$ cat src/rtl/seq_det_pkg.sv
// seq_det_pkg: shared constants and masked compare helper for serial pattern detectors
package seq_det_pkg;
  localparam logic MODE_NONOVL = 1'b0;
  localparam logic MODE_OVL = 1'b1;
  localparam int MAX_W = 64;
  function automatic logic masked_eq(input logic [MAX_W-1:0] a, input logic [MAX_W-1:0] b, input logic [MAX_W-1:0] m);
    return ((a ^ b) & m) == '0;
  endfunction
endpackage

$ cat src/rtl/sat_counter.sv
// sat_counter: W-bit up counter that saturates at all ones, clear has priority over increment
module sat_counter #(
  parameter int W = 8
) (
  input  logic         clk,
  input  logic         rst,
  input  logic         clr,
  input  logic         inc,
  output logic [W-1:0] q
);
  always_ff @(posedge clk or posedge rst)
    if (rst) q <= '0;
    else q <= clr ? '0 : (inc && q != '1) ? q + W'(1) : q;
endmodule

$ cat src/rtl/seq_detector_param.sv
// seq_detector_param: run-time configurable N-bit serial pattern detector with registered match pulse
module seq_detector_param
  import seq_det_pkg::*;
#(
  parameter int N = 4,
  parameter logic [N-1:0] PATTERN = 4'b1011,
  parameter int CNT_W = 8
) (
  input  logic             clk,
  input  logic             rst,
  input  logic             en,
  input  logic             x,
  input  logic             overlap,
  input  logic             cfg_we,
  input  logic [N-1:0]     cfg_pat,
  input  logic [N-1:0]     cfg_mask,
  input  logic             cnt_clr,
  output logic             y,
  output logic [CNT_W-1:0] match_cnt
);
  localparam int FW = $clog2(N + 1);
  logic [N-1:0] hist, pat, msk, nh;
  logic [FW-1:0] fill;
  logic smp, match;
  assign smp = en && !cfg_we;
  assign nh = {hist[N-2:0], x};
  // fill counts bits held in hist that may still take part in a match
  assign match = smp && fill >= FW'(N - 1) && masked_eq(MAX_W'(nh), MAX_W'(pat), MAX_W'(msk));
  always_ff @(posedge clk or posedge rst)
    if (rst) begin
      hist <= '0;
      fill <= '0;
      pat <= PATTERN;
      msk <= '1;
      y <= 1'b0;
    end else begin
      y <= match;
      if (cfg_we) begin
        pat <= cfg_pat;
        msk <= cfg_mask;
        fill <= '0;
      end else if (en) begin
        hist <= nh;
        fill <= (match && overlap == MODE_NONOVL) ? '0 : (fill == FW'(N)) ? fill : fill + FW'(1);
      end
    end
  sat_counter #(.W(CNT_W)) u_cnt (
    .clk(clk),
    .rst(rst),
    .clr(cnt_clr),
    .inc(match),
    .q(match_cnt)
  );
endmodule

$ cat config.mk
export PLATFORM = sky130hd
export DESIGN_NAME = seq_detector_param
export DESIGN_NICKNAME = d
export VERILOG_FILES = /design/src/rtl/seq_det_pkg.sv /design/src/rtl/sat_counter.sv /design/src/rtl/seq_detector_param.sv
export SDC_FILE = /design/constraint.sdc
export NUM_CORES = 1
export LEC_CHECK = 0
export ABC_AREA = 1
export ABC_CLOCK_PERIOD_IN_PS = 1800
export CORE_MARGIN = 3
export CORE_UTILIZATION = 45
export CTS_CLUSTER_DIAMETER = 80
export DETAILED_ROUTE_END_ITERATION = 8
export PLACE_DENSITY = 0.84
export SLEW_MARGIN = 10
export SYNTH_ARGS = -nofsm -noshare
export SYNTH_HDL_FRONTEND = slang
export SYNTH_HIERARCHICAL = 1
export SYNTH_SLANG_ARGS = --single-unit
$ cat constraint.sdc
create_clock -name clk -period 1.8 [get_ports clk]
set_input_delay 0.36 -clock clk [delete_from_list [all_inputs] [get_ports clk]]
set_output_delay 0.36 -clock clk [all_outputs]
set_load 0.05 [all_outputs]
==> results.yml, run 1 <==
outcome:
  status: "finished, final reports clean"
logic_synthesis:
  syn_avg_cell_area_sq_um: 7.64
  syn_area_sq_mm: 0.00134
  ys.flop_type: "dfrtp_1"
  synth_edf_count: 0
  yosysMostFrequentCell: "nand2_1"
  async_flop_share_pct: 100
  synth.largest_area_cell: "dfrtp_1"
  ys_top_cells_by_count: "nand2_1, inv_1, dfrtp_1"
  postSynthCellCount: 175
  ys_seq_elements: 23
  synth.distinct_cells: 24
  synth_top_area_share_pct: 30.0
  synth_nets: 194
  synthTopCellsByArea: "dfrtp_1, nand2_1, dfstp_2"
  synth-seq-area-share_pct: 43.7
  yosysWarnings: 6
die:
  fp-row-count: 19
  die_area_sq_mm: 0.00366
  dieHeight_um: 60.5
  core-area_sq_mm: 0.00278
  fp.dieW_um: 60.5
  start_util_pct: 48.0
  ios: 24
global_routing:
  grt_use_met2_pct: 27.8
  antenna_found_initial: 0
  gr-usage-met1_pct: 21.1
  use_met3_pct: 3.19
  grtUsageTotal_pct: 16.2
  grt_pass1_vias: 1058
  grt_busiest_layer: "met2"
  grt_overflow: 0
  grt_max_degree: 16
  grt_pass1_wl_um: 4510
clock_network:
  cts_buffers: 3
  cts.sinks: 23
  clk_pin_slew_ns: 0.13
  clkLatencyLatePin_ns: 0.31
  cts_tree: "built"
  cts_root_buf: "clkbuf_4"
  clockBufferDepth: 2
  htreeDepth: 1
critical_path:
  path_class: "flop to flop"
  setup.worst_path.end_class: "flop"
  r2r_cells: 11
  rr_startpoint: "fill[1]$_DFFE_PP0P_"
  cp.required_ns: 2.05
  critical_path.max_fanout: 5
  crit-reg2reg-capture: "u_cnt/q[2]$_DFFE_PP0P_"
  startpoint_type: "flop"
  regToRegSetupSlack_ns: 0.11
  arrival_ns: 1.94
final_layout:
  syn2layout_area_growth_pct: 28.7
  final_nets: 232
  fin_cells: 243
  nFillCells: 251
  final_layout_size_suffix_gt1_share_pct: 25.5
  antenna_cells: 0
place:
  hpwlAfterDp_um: 1960
  place_ws_ns: -0.221
  dp.cells: 236
  routabilityCongestion: 0.851
  io_buffers: 23
sta:
  final-max-slew-violation-count: 0
  fmax_ghz: 0.591
  layout_setup_ws_ns: 0.108
  maxSlewHeadroom_pct: 62.6
  setup_violations: 0
  hold_violations: 0
  tns_ns: 0
  rsz0062_at_grt: "false"
  min_period_over_period_pct: 94.0
  tightest_slew_ns: 0.560
  skew_ns: 0.00387
  fin_crit_ns: 1.69
hold_path:
  holdCritPathClass: "primary input to async pin"
drt:
  vias_per_cell: 4.78
  num_vias: 1161
  drt_iter0_drc: 37
  wl_per_cell_um: 10.8
  post-route-drc-count: 0
  antenna_left: 0
  routed_wl_um: 2620
  drtPass1Iterations: 4
power_and_ir_drop:
  leakage_nw: 0.911
  ir_worst_vdd_v: 0.000502
  powerDensity_mw_per_mm2: 648
  total_power_mw: 1.12
run:
  maxCapViolations: 0
how the worst max path moves through the flow:
stage | start | end | slack (ns) | cells after the start
3_3_place_gp | en | u_cnt/q[6]$_DFFE_PP0P_ | -0.19 | 9
4_1_cts | fill[0]$_DFFE_PP0P_ | u_cnt/q[5]$_DFFE_PP0P_ | 0.007 | 10
6_report | fill[1]$_DFFE_PP0P_ | u_cnt/q[2]$_DFFE_PP0P_ | 0.11 | 11
5_1_grt | fill[1]$_DFFE_PP0P_ | u_cnt/q[2]$_DFFE_PP0P_ | 0.003 | 11
2_1_floorplan | fill[0]$_DFFE_PP0P_ | u_cnt/q[6]$_DFFE_PP0P_ | 0.07 | 9
3_5_place_dp | en | u_cnt/q[5]$_DFFE_PP0P_ | -0.22 | 9
state kept, by name, indices dropped and copies added (netlist names):
register and flops:
u_cnt/q 8, msk 4, pat 4, fill 3, hist 3, y 1
placed cells by master, fill, tap and decap left out:
cell type,instances
dfrtp_1,16
nor2_4,2
clkinv_4,1
a21oi_2,1
clkbuf_4,3
ha_1,2
nand3_2,1
nor2_2,3
o21ai_0,5
ha_2,1
nand3_4,1
a21oi_1,5
nor4_4,1
ha_4,1
inv_2,1
nor2_1,12
dfstp_2,7
xor2_1,1
nand2_1,67
nor2_8,1
nand3_1,12
clkbuf_1,1
buf_4,21
nand2_4,3
or2_2,1
inv_1,22
nand2_2,5
clkdlybuf4s50_1,14
a21boi_1,1
metal layers:
metal	vias to the layer above	routed length (um)	share of wire (%)
met5	-	0	0
met4	0	23	0.88
met3	5	96	3.7
met2	17	1280	49
met1	532	1220	47
li1	607	-	-
metrics by stage:
step	cell area (sq um)	hold WS [ns]	util [%]
floorplan	1340	0.176	-
global placement	1640	0.455	59.0
detailed placement	1640	0.456	59.0
CTS	1670	0.336	60.0
global route	1720	0.346	61.9
finish	1720	0.327	61.9
cells by family after synthesis:
logic type	Yosys count	share of synthesized area, %
buffers and inverters	26	8.24
adder cells (fa/ha/maj)	4	3.75
XOR/XNOR	1	0.656
flip-flops	23	43.7
AND/OR/NAND/NOR	109	39.0
AO/OA/AOI/OAI	12	4.68
repair_timing:
item,CTS,global route
setup endpoints to repair,0,7
setup buffers,0,3
hold buffers,0,0
gates resized for setup,0,7
power breakdown:
part | total, mW | leakage (nW) | internal (mW) | switching, mW
clock network | 0.242 | 0.0150 | 0.0864 | 0.155
logic | 0.278 | 0.611 | 0.123 | 0.156
registers | 0.596 | 0.285 | 0.568 | 0.0276
total | 1.12 | 0.911 | 0.777 | 0.338
final cells by class:
class / count / area, sq um / share of cell area, %
clock buffer: 4 / 26.3 / 1.53
sequential: 23 / 584 / 34.0
multi-input combinational: 126 / 678 / 39.4
tap: 31 / 38.8 / 2.25
inverter: 24 / 95.1 / 5.53
timing repair buffer: 35 / 298 / 17.3
critical path, cell delays in order, from the launching register on:
cell and delay (ns):
dfrtp_1 0.41, ha_2 0.20, ha_4 0.15, nor2_1 0.08, nand2_1 0.10, nand2_4 0.11
nor4_4 0.04, buf_4 0.16, nand2_4 0.07, nand2_4 0.07, buf_4 0.14, a21oi_2 0.10
Power figures use the tool's default switching activity.
==> run 2: changes to the inputs <==
--- a/config.mk
+++ b/config.mk
@@ -10,8 +10,10 @@
 export CORE_MARGIN = 3
 export CORE_UTILIZATION = 45
 export CTS_CLUSTER_DIAMETER = 80
+export CTS_CLUSTER_SIZE = 8
 export DETAILED_ROUTE_END_ITERATION = 8
 export PLACE_DENSITY = 0.84
+export REMOVE_ABC_BUFFERS = 1
 export SLEW_MARGIN = 10
 export SYNTH_ARGS = -nofsm -noshare
 export SYNTH_HDL_FRONTEND = slang
==> constraint.sdc (replaced) <==
create_clock -name clk -period 1.8 [get_ports clk]
set_input_delay 0.18 -clock clk [delete_from_list [all_inputs] [get_ports clk]]
set_output_delay 0.18 -clock clk [all_outputs]
set_load 0.05 [all_outputs]
==> run 2 against run 1 <==
  * Power is 1.9% lower
  * Routed wire length is 3.5% lower
  * Clock skew is 0.0021 ns lower
  * Combinational power is 4% lower
  * Sequential cell count stayed put
  * Largest power group unchanged
==> results.yml, run 2 (synthesis results as in run 1) <==
outcome:
  status: "finished, final reports clean"
power_and_ir_drop:
  ir_worst_vdd_v: 0.000502
  powerDensity_mw_per_mm2: 636
  leakage_nw: 0.933
final_layout:
  mostFrequentLayoutCells: "nand2_1, inv_1, clkdlybuf4s50_1"
  finalInstanceArea_sq_mm: 0.00172
  final_layout_size_suffix_gt1_share_pct: 20.6
  syn2layout_area_growth_pct: 28.7
  antenna_cells: 0
  top_register: "u_cnt/q"
  final_nets: 229
  final_common_cell: "nand2_1"
  reg_top3: "u_cnt/q (8), msk (4), pat (4)"
  largest_reg_flops: 8
die:
  fp-row-count: 19
  dieHeight_um: 60.5
  fp.dieW_um: 60.5
  die_area_sq_mm: 0.00366
  core-area_sq_mm: 0.00278
  ios: 24
  start_util_pct: 48.0
clock_network:
  cts_tree: "built"
  htreeDepth: 1
  cts_root_buf: "clkbuf_4"
  cts_buffers: 3
  clkLatencyLatePin_ns: 0.30
  clk_pin_slew_ns: 0.12
  cts.sinks: 23
  clockBufferDepth: 2
sta:
  setup_violations: 0
  fmax_ghz: 0.579
  tns_ns: 0
  fin_crit_ns: 1.73
  tightest_slew_ns: 0.555
  maxSlewHeadroom_pct: 63.0
  holdWs_ns: 0.159
  rsz0062_at_grt: "false"
  hold_violations: 0
  min_period_over_period_pct: 96.0
  skew_ns: 0.00177
  final-max-slew-violation-count: 0
drt:
  post-route-drc-count: 0
  drt_iter0_drc: 16
  vias_per_cell: 4.75
  antenna_left: 0
  num_vias: 1141
  drtPass1Iterations: 4
  wl_per_cell_um: 10.5
  routed_wl_um: 2520
critical_path:
  setup.worst_path.end_class: "output pin"
  path_class: "flop to output pin"
  cp_top_family: "buffers and inverters"
  cp.required_ns: 1.62
  arrival_ns: 1.55
  max_stage_delay_ns: 0.82
  path_buf_inv: 1
  critical_path.max_fanout: 5
  startpoint_type: "flop"
  slowest_stage: "clkdlybuf4s50_1"
  critical_path.cell_chain: "clkdlybuf4s50_1"
hold_path:
  holdCritPathClass: "primary input to async pin"
global_routing:
  grtUsageTotal_pct: 15.1
  grt_pass1_vias: 1011
  grt_pass1_wl_um: 4300
  antenna_found_initial: 0
  grt_overflow: 0
  grt_max_degree: 16
run:
  maxCapViolations: 0
place:
  io_buffers: 23
  placed_cell_area_sq_mm: 0.00164
  routabilityCongestion: 0.824
  hpwlAfterDp_um: 1910
[run 2: cell count changes in the layout (fill, tap and decap cells not counted)]
cell	change
a21boi_2	+1
ha_2	+1
clkdlybuf4s50_1	+6
dlymetal6s2s_1	+3
nor2_2	+1
nor2_1	-1
ha_4	-1
a21oi_1	+1
a21boi_1	-1
a21oi_2	-1
buf_4	-12
[run 2: metrics by stage]
| stage | util (%) | setup slack (ns) | power (mW) | cells |
|---|---|---|---|---|
| 4_1_cts | 60.0 | 0.00958 | 1.09 | 238 |
| 3_5_place_dp | 59.1 | -0.0936 | 0.858 | 234 |
| 3_3_place_gp | 59.1 | -0.0895 | 0.852 | 234 |
| 6_report | 61.9 | 0.0726 | 1.09 | 240 |
| 2_1_floorplan | - | -0.109 | 0.759 | 173 |
| 5_1_grt | 61.9 | 0.00499 | 1.17 | 240 |
[run 2: routing by layer]
metal | up-vias | part of all wire, % | global-route usage (%)
met2 | 24 | 48 | 24.1
met1 | 515 | 48 | 22.1
met5 | - | 0 | 0
met3 | 0 | 3.8 | 2.13
li1 | 602 | - | -
met4 | 0 | 0 | 2.79
[run 2: what timing repair did]
action                                  4_1_cts  5_1_grt
hold buffers                                  0        0
buffers inserted                              0        2
endpoints found under the hold margin         0        0
resized for setup                             0       11
endpoints found under the setup margin        0       13
[run 2: worst register-to-register path, cell delays in order (launching register included)]
cell and delay, ns:
dfrtp_1 0.40, ha_2 0.18, ha_2 0.16, nor2_2 0.11
nand2_2 0.08, nand2_4 0.08, nor4_4 0.03, buf_4 0.16
nand2_4 0.07, nand2_4 0.07, buf_4 0.14, nand2_1 0.05
nand2_1 0.05
[run 2: path summary, 6_finish.rpt]
path / from / to / slack, ns / cells past startpoint
min: rst / u_cnt/q[2]$_DFFE_PP0P_ / 0.16 / 2
max in group asynchronous: rst / pat[1]$_DFFE_PP1P_ / 1.18 / 2
min in group clk: cfg_mask[1] / msk[1]$_DFFE_PP1P_ / 0.37 / 3
max: u_cnt/q[0]$_DFFE_PP0P_ / match_cnt[0] / 0.07 / 1
max reg2reg: fill[1]$_DFFE_PP0P_ / u_cnt/q[4]$_DFFE_PP0P_ / 0.12 / 12
min reg2reg: msk[1]$_DFFE_PP1P_ / msk[1]$_DFFE_PP1P_ / 0.47 / 2
[run 2: power breakdown]
| part | internal (mW) | switching (mW) |
|---|---|---|
| Clock | 0.0862 | 0.145 |
| Combinational | 0.115 | 0.153 |
| Sequential | 0.568 | 0.0268 |
[run 2: layout make-up]
type | count | area (sq um)
Fill cell | 243 | 1060
Sequential cell | 23 | 584
Multi-Input combinational cell | 126 | 671
Clock buffer | 4 | 26.3
Inverter | 24 | 95.1
Tap cell | 31 | 38.8
Timing Repair Buffer | 32 | 305
==> run 3: changes to the inputs <==
--- a/config.mk
+++ b/config.mk
@@ -14,7 +14,7 @@
 export DETAILED_ROUTE_END_ITERATION = 8
 export PLACE_DENSITY = 0.84
 export REMOVE_ABC_BUFFERS = 1
-export SLEW_MARGIN = 10
+export SLEW_MARGIN = 25
 export SYNTH_ARGS = -nofsm -noshare
 export SYNTH_HDL_FRONTEND = slang
 export SYNTH_HIERARCHICAL = 1
==> results of run 3 <==
Final layout, timing and power as in run 2 (identical DEF).
